### src/rtl/ssp_rx_fifo_param_if.sv
// ssp_rx_fifo_param_if -- signal bundle between the SSP receive FIFO and its
// neighbours: the receive shift logic (RxDATA/RECV), the APB read path
// (PSEL/PWRITE/PRDATA) and the status/interrupt outputs.
//
// Handshake: RECV offers RxDATA for one cycle; the word is taken at the rising
// edge only while VALID (= not full) is high. A RECV while VALID is low is an
// overrun and the word is dropped. A read is PSEL && !PWRITE while RXEMPTY is
// low; PRDATA carries the popped word from the following cycle onward.
//
// Modports:
//   master -- the side that drives RECV/APB/control and observes status.
//   slave  -- the FIFO itself.
interface ssp_rx_fifo_param_if #(
  parameter int DATA_WIDTH = 8,
  parameter int AW         = 2
);
  logic                  PSEL;
  logic                  PWRITE;
  logic [DATA_WIDTH-1:0] RxDATA;
  logic                  RECV;
  logic [AW:0]           RXTHRESH;
  logic                  OVRCLR;
  logic [DATA_WIDTH-1:0] PRDATA;
  logic                  VALID;
  logic                  RXEMPTY;
  logic [AW:0]           RXLEVEL;
  logic                  SSPRXINTR;
  logic                  RXOVR;

  modport master (
    output PSEL, PWRITE, RxDATA, RECV, RXTHRESH, OVRCLR,
    input  PRDATA, VALID, RXEMPTY, RXLEVEL, SSPRXINTR, RXOVR
  );

  modport slave (
    input  PSEL, PWRITE, RxDATA, RECV, RXTHRESH, OVRCLR,
    output PRDATA, VALID, RXEMPTY, RXLEVEL, SSPRXINTR, RXOVR
  );
endinterface

### src/rtl/ssp_rx_fifo_param.sv
// ssp_rx_fifo_param -- parametrised SSP receive FIFO. Buffers words from the
// receive shift logic and returns them on APB reads, with an occupancy count,
// a programmable interrupt threshold and a sticky overrun flag.
//
// Ports:
//   PCLK     -- single clock, all state changes on the rising edge.
//   CLEAR_B  -- synchronous active-low reset (pointers, count, RXOVR, PRDATA).
//   bus      -- ssp_rx_fifo_param_if.slave:
//                 in : PSEL, PWRITE, RxDATA, RECV, RXTHRESH, OVRCLR
//                 out: PRDATA (registered), VALID, RXEMPTY, RXLEVEL,
//                      SSPRXINTR, RXOVR
//
// The interface instance must be built with the same DATA_WIDTH and AW.
module ssp_rx_fifo_param #(
  parameter int DATA_WIDTH = 8,
  parameter int DEPTH      = 4,
  parameter int AW         = 2
) (
  input  logic                PCLK,
  input  logic                CLEAR_B,
  ssp_rx_fifo_param_if.slave  bus
);

  localparam logic [AW:0] FULL_LVL = (AW+1)'(DEPTH);

  logic [DATA_WIDTH-1:0] mem [DEPTH];
  logic [AW-1:0]         wp;
  logic [AW-1:0]         rp;
  logic [AW:0]           count;
  logic [DATA_WIDTH-1:0] prdata_q;
  logic                  rxovr_q;

  logic full;
  logic empty;
  logic wre;
  logic rde;
  logic ovr;

  // All qualifiers look at the pre-edge count, so a full FIFO rejects a
  // write even when a read frees a slot in the same cycle, and an empty
  // FIFO ignores a read even when a write arrives in the same cycle.
  assign full  = (count == FULL_LVL);
  assign empty = (count == '0);
  assign wre   = bus.RECV && !full;
  assign ovr   = bus.RECV && full;
  assign rde   = bus.PSEL && !bus.PWRITE && !empty;

  // Storage is not reset; the pointers define what is valid.
  always_ff @(posedge PCLK) begin
    if (CLEAR_B && wre) begin
      mem[wp] <= bus.RxDATA;
    end
  end

  always_ff @(posedge PCLK) begin
    if (!CLEAR_B) begin
      wp       <= '0;
      rp       <= '0;
      count    <= '0;
      prdata_q <= '0;
      rxovr_q  <= 1'b0;
    end else begin
      if (wre) begin
        wp <= wp + 1'b1;
      end
      if (rde) begin
        prdata_q <= mem[rp];
        rp       <= rp + 1'b1;
      end
      case ({wre, rde})
        2'b10:   count <= count + 1'b1;
        2'b01:   count <= count - 1'b1;
        default: count <= count;
      endcase
      // Set has priority over clear when both happen in one cycle.
      if (ovr) begin
        rxovr_q <= 1'b1;
      end else if (bus.OVRCLR) begin
        rxovr_q <= 1'b0;
      end
    end
  end

  assign bus.PRDATA    = prdata_q;
  assign bus.VALID     = !full;
  assign bus.RXEMPTY   = empty;
  assign bus.RXLEVEL   = count;
  assign bus.SSPRXINTR = (bus.RXTHRESH != '0) && (count >= bus.RXTHRESH);
  assign bus.RXOVR     = rxovr_q;

endmodule

### src/flat_wrapper.sv
// flat-port wrapper written by rule: the top's interface ports become plain ports
module ssp_rx_fifo_param_flat 
#(
  parameter int DATA_WIDTH = 8,
  parameter int DEPTH      = 4,
  parameter int AW         = 2
)
  (PCLK, CLEAR_B, bus_PSEL, bus_PWRITE, bus_RxDATA, bus_RECV, bus_RXTHRESH, bus_OVRCLR, bus_PRDATA, bus_VALID, bus_RXEMPTY, bus_RXLEVEL, bus_SSPRXINTR, bus_RXOVR);
  ssp_rx_fifo_param_if #(.DATA_WIDTH(DATA_WIDTH), .AW(AW)) bus_i ();
  input  logic PCLK;
  input  logic CLEAR_B;
  input wire logic [$bits(bus_i.PSEL)-1:0] bus_PSEL;
  input wire logic [$bits(bus_i.PWRITE)-1:0] bus_PWRITE;
  input wire logic [$bits(bus_i.RxDATA)-1:0] bus_RxDATA;
  input wire logic [$bits(bus_i.RECV)-1:0] bus_RECV;
  input wire logic [$bits(bus_i.RXTHRESH)-1:0] bus_RXTHRESH;
  input wire logic [$bits(bus_i.OVRCLR)-1:0] bus_OVRCLR;
  output wire logic [$bits(bus_i.PRDATA)-1:0] bus_PRDATA;
  output wire logic [$bits(bus_i.VALID)-1:0] bus_VALID;
  output wire logic [$bits(bus_i.RXEMPTY)-1:0] bus_RXEMPTY;
  output wire logic [$bits(bus_i.RXLEVEL)-1:0] bus_RXLEVEL;
  output wire logic [$bits(bus_i.SSPRXINTR)-1:0] bus_SSPRXINTR;
  output wire logic [$bits(bus_i.RXOVR)-1:0] bus_RXOVR;
  assign bus_i.PSEL = bus_PSEL;
  assign bus_i.PWRITE = bus_PWRITE;
  assign bus_i.RxDATA = bus_RxDATA;
  assign bus_i.RECV = bus_RECV;
  assign bus_i.RXTHRESH = bus_RXTHRESH;
  assign bus_i.OVRCLR = bus_OVRCLR;
  assign bus_PRDATA = bus_i.PRDATA;
  assign bus_VALID = bus_i.VALID;
  assign bus_RXEMPTY = bus_i.RXEMPTY;
  assign bus_RXLEVEL = bus_i.RXLEVEL;
  assign bus_SSPRXINTR = bus_i.SSPRXINTR;
  assign bus_RXOVR = bus_i.RXOVR;
  ssp_rx_fifo_param #(.DATA_WIDTH(DATA_WIDTH), .DEPTH(DEPTH), .AW(AW)) u_core (.PCLK(PCLK), .CLEAR_B(CLEAR_B), .bus(bus_i));
endmodule
### config.mk
export PLATFORM = sky130hd
export DESIGN_NAME = ssp_rx_fifo_param_flat
export DESIGN_NICKNAME = d
export VERILOG_FILES = /design/src/rtl/ssp_rx_fifo_param_if.sv /design/src/rtl/ssp_rx_fifo_param.sv /design/src/flat_wrapper.sv
export SDC_FILE = /design/constraint.sdc
export NUM_CORES = 1
export LEC_CHECK = 0
export CORE_ASPECT_RATIO = 0.7
export CORE_MARGIN = 2
export CORE_UTILIZATION = 37
export CTS_CLUSTER_DIAMETER = 120
export CTS_CLUSTER_SIZE = 8
export DETAILED_ROUTE_END_ITERATION = 10
export SLEW_MARGIN = 20
export SYNTH_ARGS = -nofsm -noshare
export SYNTH_HDL_FRONTEND = slang
export SYNTH_SLANG_ARGS = --single-unit
### constraint.sdc
create_clock -name PCLK -period 2.78 [get_ports PCLK]
set_input_delay 0.278 -clock PCLK [delete_from_list [all_inputs] [get_ports PCLK]]
set_output_delay 0.278 -clock PCLK [all_outputs]
set_load 0.01 [all_outputs]
After elaboration in Yosys (flattened, before gate mapping)

Memories as Yosys holds them, arrays and structs flattened. A register that Yosys moved wholly into a read port is not among the register bits.
Index checks and enable logic that the tools add are counted.

Output and inout port bits: 15
Word-level logic and storage cells: 32
Register bits: 8
Memories: 1
Bits in writable memories: 32
Bits of input ports: 17

Memories:

| memory     | depth | bits a word | rd ports | clocked after Yosys merged registers in | write ports | line                    | RTL |
|---|---|---|---|---|---|---|---|
| u_core.mem | 4     | 8           | 1        | 1                                       | 1           | ssp_rx_fifo_param.sv:26 | `logic [DATA_WIDTH-1:0] mem [DEPTH];` |

Add/subtract/negate cells: 4
Reduce and logical (&&, ||, !) cells: 14
Equality and inequality tests: 3
Magnitude comparators: 1
Mux-type cells: 5

Operators with widths:

| cell                | count |
|---|---|
| $logic_and 1x1->1   | 6 |
| $pmux 3 s2          | 1 |
| $add 2x1->2 const B | 2 |
| $logic_not 1->1     | 4 |
| $mux 1              | 4 |
| $reduce_bool 2->1   | 2 |
| $add 3x1->3 const B | 1 |
| $eq 3x3->1 const B  | 1 |
| $ge 3x3->1          | 1 |
| $logic_not 3->1     | 1 |
| $reduce_bool 3->1   | 1 |
| $sub 3x1->3 const B | 1 |
| $eq 2x1->1 const B  | 1 |
| $eq 2x2->1 const B  | 1 |

Logic depth before layout (Yosys ltp)

Depth in word-level cells: 6
Depth in mapped cells: 10
Depth with buffers taken out: 9

Worst setup path after synthesis

Ideal clock, no wire load.

Path kind: reg-to-reg
Start: register u_core.count[2], in the netlist u_core.bus.RXLEVEL[2]
End: register u_core.count[2], in the netlist u_core.bus.RXLEVEL[2]
Data arrival time: 2.317 ns
Path slack: 0.388 ns
Path buffers: 1
Required time: 2.704 ns
Library setup time: 0.076 ns
Cell stages (with the launch flop): 11
Period minus slack after synthesis: 2.392 ns
Cells stage by stage: dfxtp_1 > or3b_4 > and2_4 > buf_6 > clkinv_2 > ha_1 > inv_1 > fa_1 > xor2_1 > or3_1 > a21boi_0

Longest elaborated chain between the ends: 5
Elaborated cells between the ends (all ways): 12
Those cells by class: 2 x add/sub; 3 x eq/ne; 1 x mux; 6 x reduce/logical

RTL lines:

| what                                                   | line                    | RTL |
|---|---|---|
| start, declared                                        | ssp_rx_fifo_param.sv:29 | `logic [AW:0] count;` |
| start signal, assigned                                 | ssp_rx_fifo_param.sv:71 | `2'b10: count <= count + 1'b1;` |
| start signal, assigned                                 | ssp_rx_fifo_param.sv:72 | `2'b01: count <= count - 1'b1;` |
| start signal, assigned                                 | ssp_rx_fifo_param.sv:73 | `default: count <= count;` |
| $eq 3x3->1 *                                           | ssp_rx_fifo_param.sv:42 | `assign full = (count == FULL_LVL);` |
| $logic_not 1->1 *                                      | -                       |  |
| named net bus_VALID                                    | flat_wrapper.sv:19      | `output wire logic [$bits(bus_i.VALID)-1:0] bus_VALID;` |
| $logic_and 1x1->1 *                                    | ssp_rx_fifo_param.sv:44 | `assign wre = bus.RECV && !full;` |
| $eq 2x1->1 / $eq 2x2->1 (equally long branches)        | ssp_rx_fifo_param.sv:70 | `case ({wre, rde})` |
| $pmux 3 s2 / $reduce_bool 2->1 (equally long branches) | -                       |  |

The timed path passes the listed nets; every way through them passes the cells marked *.
A chain may end at the register's enable or synchronous reset.

Worst setup path in the final report

Start: register u_core.count[2], in the netlist u_core.bus.RXLEVEL[2]
End: register u_core.count[2], in the netlist u_core.bus.RXLEVEL[2]

Longest elaborated chain between the ends: 5
Elaborated cells between the ends (all ways): 12
Those cells by class: 2 x add/sub; 3 x eq/ne; 1 x mux; 6 x reduce/logical

RTL lines:

| what                                                   | line |
|---|---|
| $eq 3x3->1 / $logic_not 3->1 (equally long branches)   | ssp_rx_fifo_param.sv:42, ssp_rx_fifo_param.sv:43 |
| $logic_not 1->1, on equally long branches              | ssp_rx_fifo_param.sv:44, ssp_rx_fifo_param.sv:46 |
| $logic_and 1x1->1, on equally long branches            | ssp_rx_fifo_param.sv:44, ssp_rx_fifo_param.sv:46 |
| $eq 2x1->1 / $eq 2x2->1 (equally long branches)        | ssp_rx_fifo_param.sv:70 |
| $pmux 3 s2 / $reduce_bool 2->1 (equally long branches) | - |

Parallel ways exist; a longest one is shown, timed or not.

==> impl_metrics.json <==
{
  "yosysSeqAreaShare_pct": 64.0,
  "drt-initial-drc-count": 101,
  "cts_tree": "built",
  "yosysTopAreaCellShare_pct": 48.0,
  "die_w_microns": 91.9,
  "fmaxAchievable_ghz": 0.411,
  "holdPathEnd": "u_core.bus.PRDATA[5]",
  "worstSetupPathType": "reg2reg",
  "viasPerCell": 4.67,
  "cts_hold_buf": 0,
  "io_buffers": 31,
  "htree_levels": 2,
  "ant_nets": 0,
  "clockBufferDepth": 2,
  "grt_start_max_net_pins": 18,
  "cp_data_arrival_time_ns": 2.64,
  "p_per_area_nw_per_um2": 626,
  "cts_setup_buffers": 0,
  "critPathMaxStageDelay_ns": 0.43,
  "hpwlAfterDp_microns": 2440,
  "startpoint_type": "flop",
  "synth_nets": 160,
  "regArea_sq_um": 1280,
  "endpoint_kind": "flop",
  "initial_core_util_pct": 38.3,
  "synth_top_cell_by_area": "edfxtp_1",
  "tightest_slew_ns": 0.628,
  "place_congestion": 0.749,
  "cts_root_buf": "clkbuf_8",
  "first_pass_iters": 4,
  "cp.required_ns": 2.99,
  "n_fill_cell": 469,
  "synth_cell_types": 31,
  "grt_pass1_vias": 1135,
  "crit_buf_inv": 2,
  "ys_ff_latch": 48,
  "fin_nets": 193,
  "wire_per_inst_microns": 14.4,
  "clock_latency_ns": 0.29,
  "setup_viol": 0,
  "max-vdd-ir-drop_mv": 0.298,
  "diodes": 0,
  "synth_area_per_cell_sq_um": 14.9,
  "multiInputGateArea_sq_um": 644,
  "ys.warnings.count": 0,
  "synth-edff-count": 32,
  "async_reset_ff_share_pct": 0,
  "crit_slowest_cell": "dfxtp_1",
  "ys_top_cells_by_area": "edfxtp_1 (48%), dfxtp_1 (16%), mux4_2 (9.0%), ha_1 (5.0%), o2bb2ai_1 (3.5%)",
  "grt-ovfl-total": 0,
  "relSlewSlack_pct": 58.1,
  "die_area_sq_um": 6020,
  "status": "finished clean",
  "path_max_fanout": 7,
  "finalPower_uw": 1540,
  "skew_ns": 0.00605,
  "num_vias": 1121,
  "min_from": "u_core.bus.PRDATA[5]",
  "rr_worst_depth": 9,
  "path_clk_slew_ns": 0.08,
  "period_needed_ns": 2.43,
  "grt_first_pass_wirelength_microns": 5620,
  "ios": 32,
  "antenna_found_initial": 0,
  "syn_area_sq_um": 2000,
  "placed_cells": 232,
  "area_growth_pct": 23.1,
  "instances_no_fill": 240,
  "cts.sinks": 48,
  "core_sq_um": 5230,
  "fin_crit_sh_pct": 87.5,
  "synth-main-ff-cell": "edfxtp_1",
  "hp-class": "reg2reg",
  "drc_errors": 0,
  "cp_cell_sequence": "or3b_4 > and2_4 > clkinv_2 > ha_1 > inv_1 > fa_1 > xor2_1 > or3_1 > a21boi_0",
  "post_cts_resized": 0,
  "rsz0062_at_grt": "false",
  "routed_wl_microns": 3470,
  "cp_top_family": "simple AND/OR/NAND/NOR gates",
  "crit-reg2reg-capture": "u_core.bus.RXLEVEL[2]",
  "cap_violations": 0,
  "cts_buffers": 5,
  "drive_gt1_share_pct": 15.5,
  "grt_use_total_pct": 12.3,
  "r2r_slack_ns": 0.35,
  "maxSlewViolCount": 0,
  "syn_inst": 134,
  "holdPathStages": 2,
  "fp-row-count": 22,
  "die-height_microns": 65.5,
  "rr_startpoint": "u_core.bus.RXLEVEL[2]",
  "setup-tns-final_ns": 0,
  "hold_viol_final": 0,
  "leakagePower_uw": 0.000852
}
-- through the flow --
| stage | area, sq um | worst slack, ns | util, % | hold WS (ns) |
|---|---|---|---|---|
| 6_report | 2460 | 0.348 | 47.1 | 0.461 |
| 5_1_grt | 2460 | 0.194 | 47.1 | 0.499 |
| 4_1_cts | 2460 | 0.315 | 47.1 | 0.465 |
| 3_5_place_dp | 2380 | 0.355 | 45.5 | 0.453 |
| 3_3_place_gp | 2380 | 0.516 | 45.5 | 0.448 |
| 2_1_floorplan | 2000 | 0.388 | - | 0.377 |
-- cell families (layout without fill, tap and decap cells) --
kind of cell / count (synthesis) / count (layout) / synth area share, %
AO/OA/AOI/OAI: 15 / 15 / 5.88
XOR/XNOR: 4 / 4 / 1.75
adder cells (fa/ha/maj): 9 / 9 / 6.00
buffers and inverters: 17 / 51 / 3.81
flip-flops: 48 / 48 / 64.0
multiplexers: 9 / 9 / 9.50
AND/OR/NAND/NOR: 32 / 32 / 9.06
-- flip-flops by register name, summed over array words and instances (netlist names) --
register,cells
u_core.mem,32
u_core.wp,2
u_core.rp,2
u_core.bus.RXLEVEL,3
u_core.bus.PRDATA,8
u_core.bus.RXOVR,1
-- how the worst max path moves through the flow --
stage	endpoint	cells past startpoint	startpoint
final	u_core.bus.RXLEVEL[2]	9	u_core.bus.RXLEVEL[2]
after global routing	u_core.bus.RXLEVEL[2]	9	u_core.bus.RXLEVEL[2]
after CTS	u_core.bus.RXLEVEL[2]	9	u_core.bus.RXLEVEL[2]
after detailed placement	u_core.bus.RXLEVEL[2]	9	u_core.bus.RXLEVEL[2]
after global placement	u_core.bus.RXLEVEL[2]	9	u_core.bus.RXLEVEL[2]
after floorplan	u_core.bus.RXLEVEL[2]	10	u_core.bus.RXLEVEL[2]
-- cell usage after synthesis (all sizes together), types with 2 or more instances --
master / n
edfxtp: 32
dfxtp: 16
nand2: 13
inv: 9
ha: 8
mux4: 8
o2bb2ai: 8
and2: 7
buf: 5
and3: 4
a21boi: 2
clkbuf: 2
nand2b: 2
nor3: 2
o21ai: 2
xnor2: 2
xor2: 2
-- worst reg2reg max path: cells and delay by family (launching register included) --
kind | cells | cell delay [ns]
and+or+nand+nor | 3 | 0.92
xor gates and xnor gates | 1 | 0.16
DFF | 1 | 0.43
buffers and inverters | 2 | 0.11
adders and majority gates | 2 | 0.54
AOI/OAI and AO/OA | 1 | 0.20
-- layer usage --
layer	GRT usage [%]	routed length, microns	up-vias
li1	-	-	551
met1	15.7	1570	542
met2	20.7	1650	23
met3	3.78	210	5
met4	3.36	29	0
met5	0	0	-
-- area by class of cell --
cell class,count,share of cell area (%)
Multi-Input combinational cell,69,26.1
Inverter,10,1.57
Clock inverter,2,0.508
Clock buffer,6,2.94
Timing Repair Buffer,33,13.2
Sequential cell,48,52.0
Tap cell,72,3.65
-- layout by cell type (no fill, tap or decap), types with 2 or more instances in the layout --
cell type,synthesis,final
and2_1,6,6
and3_2,4,4
buf_4,0,2
clkbuf_8,0,5
clkdlybuf4s50_1,0,31
clkinv_2,1,2
dfxtp_1,16,16
edfxtp_1,32,32
ha_1,8,8
inv_1,9,9
mux4_2,8,8
nand2_1,13,13
nand2b_1,2,2
nor3_1,2,2
o21ai_0,2,2
o2bb2ai_1,8,8
xnor2_1,2,2
xor2_1,2,2
-- where the power goes --
group / total, uW / internal (uW) / switching (uW)
registers: 847 / 806 / 41.5
logic: 298 / 171 / 127
clock network: 399 / 176 / 223
total: 1540 / 1150 / 391
Power figures use the tool's default switching activity.
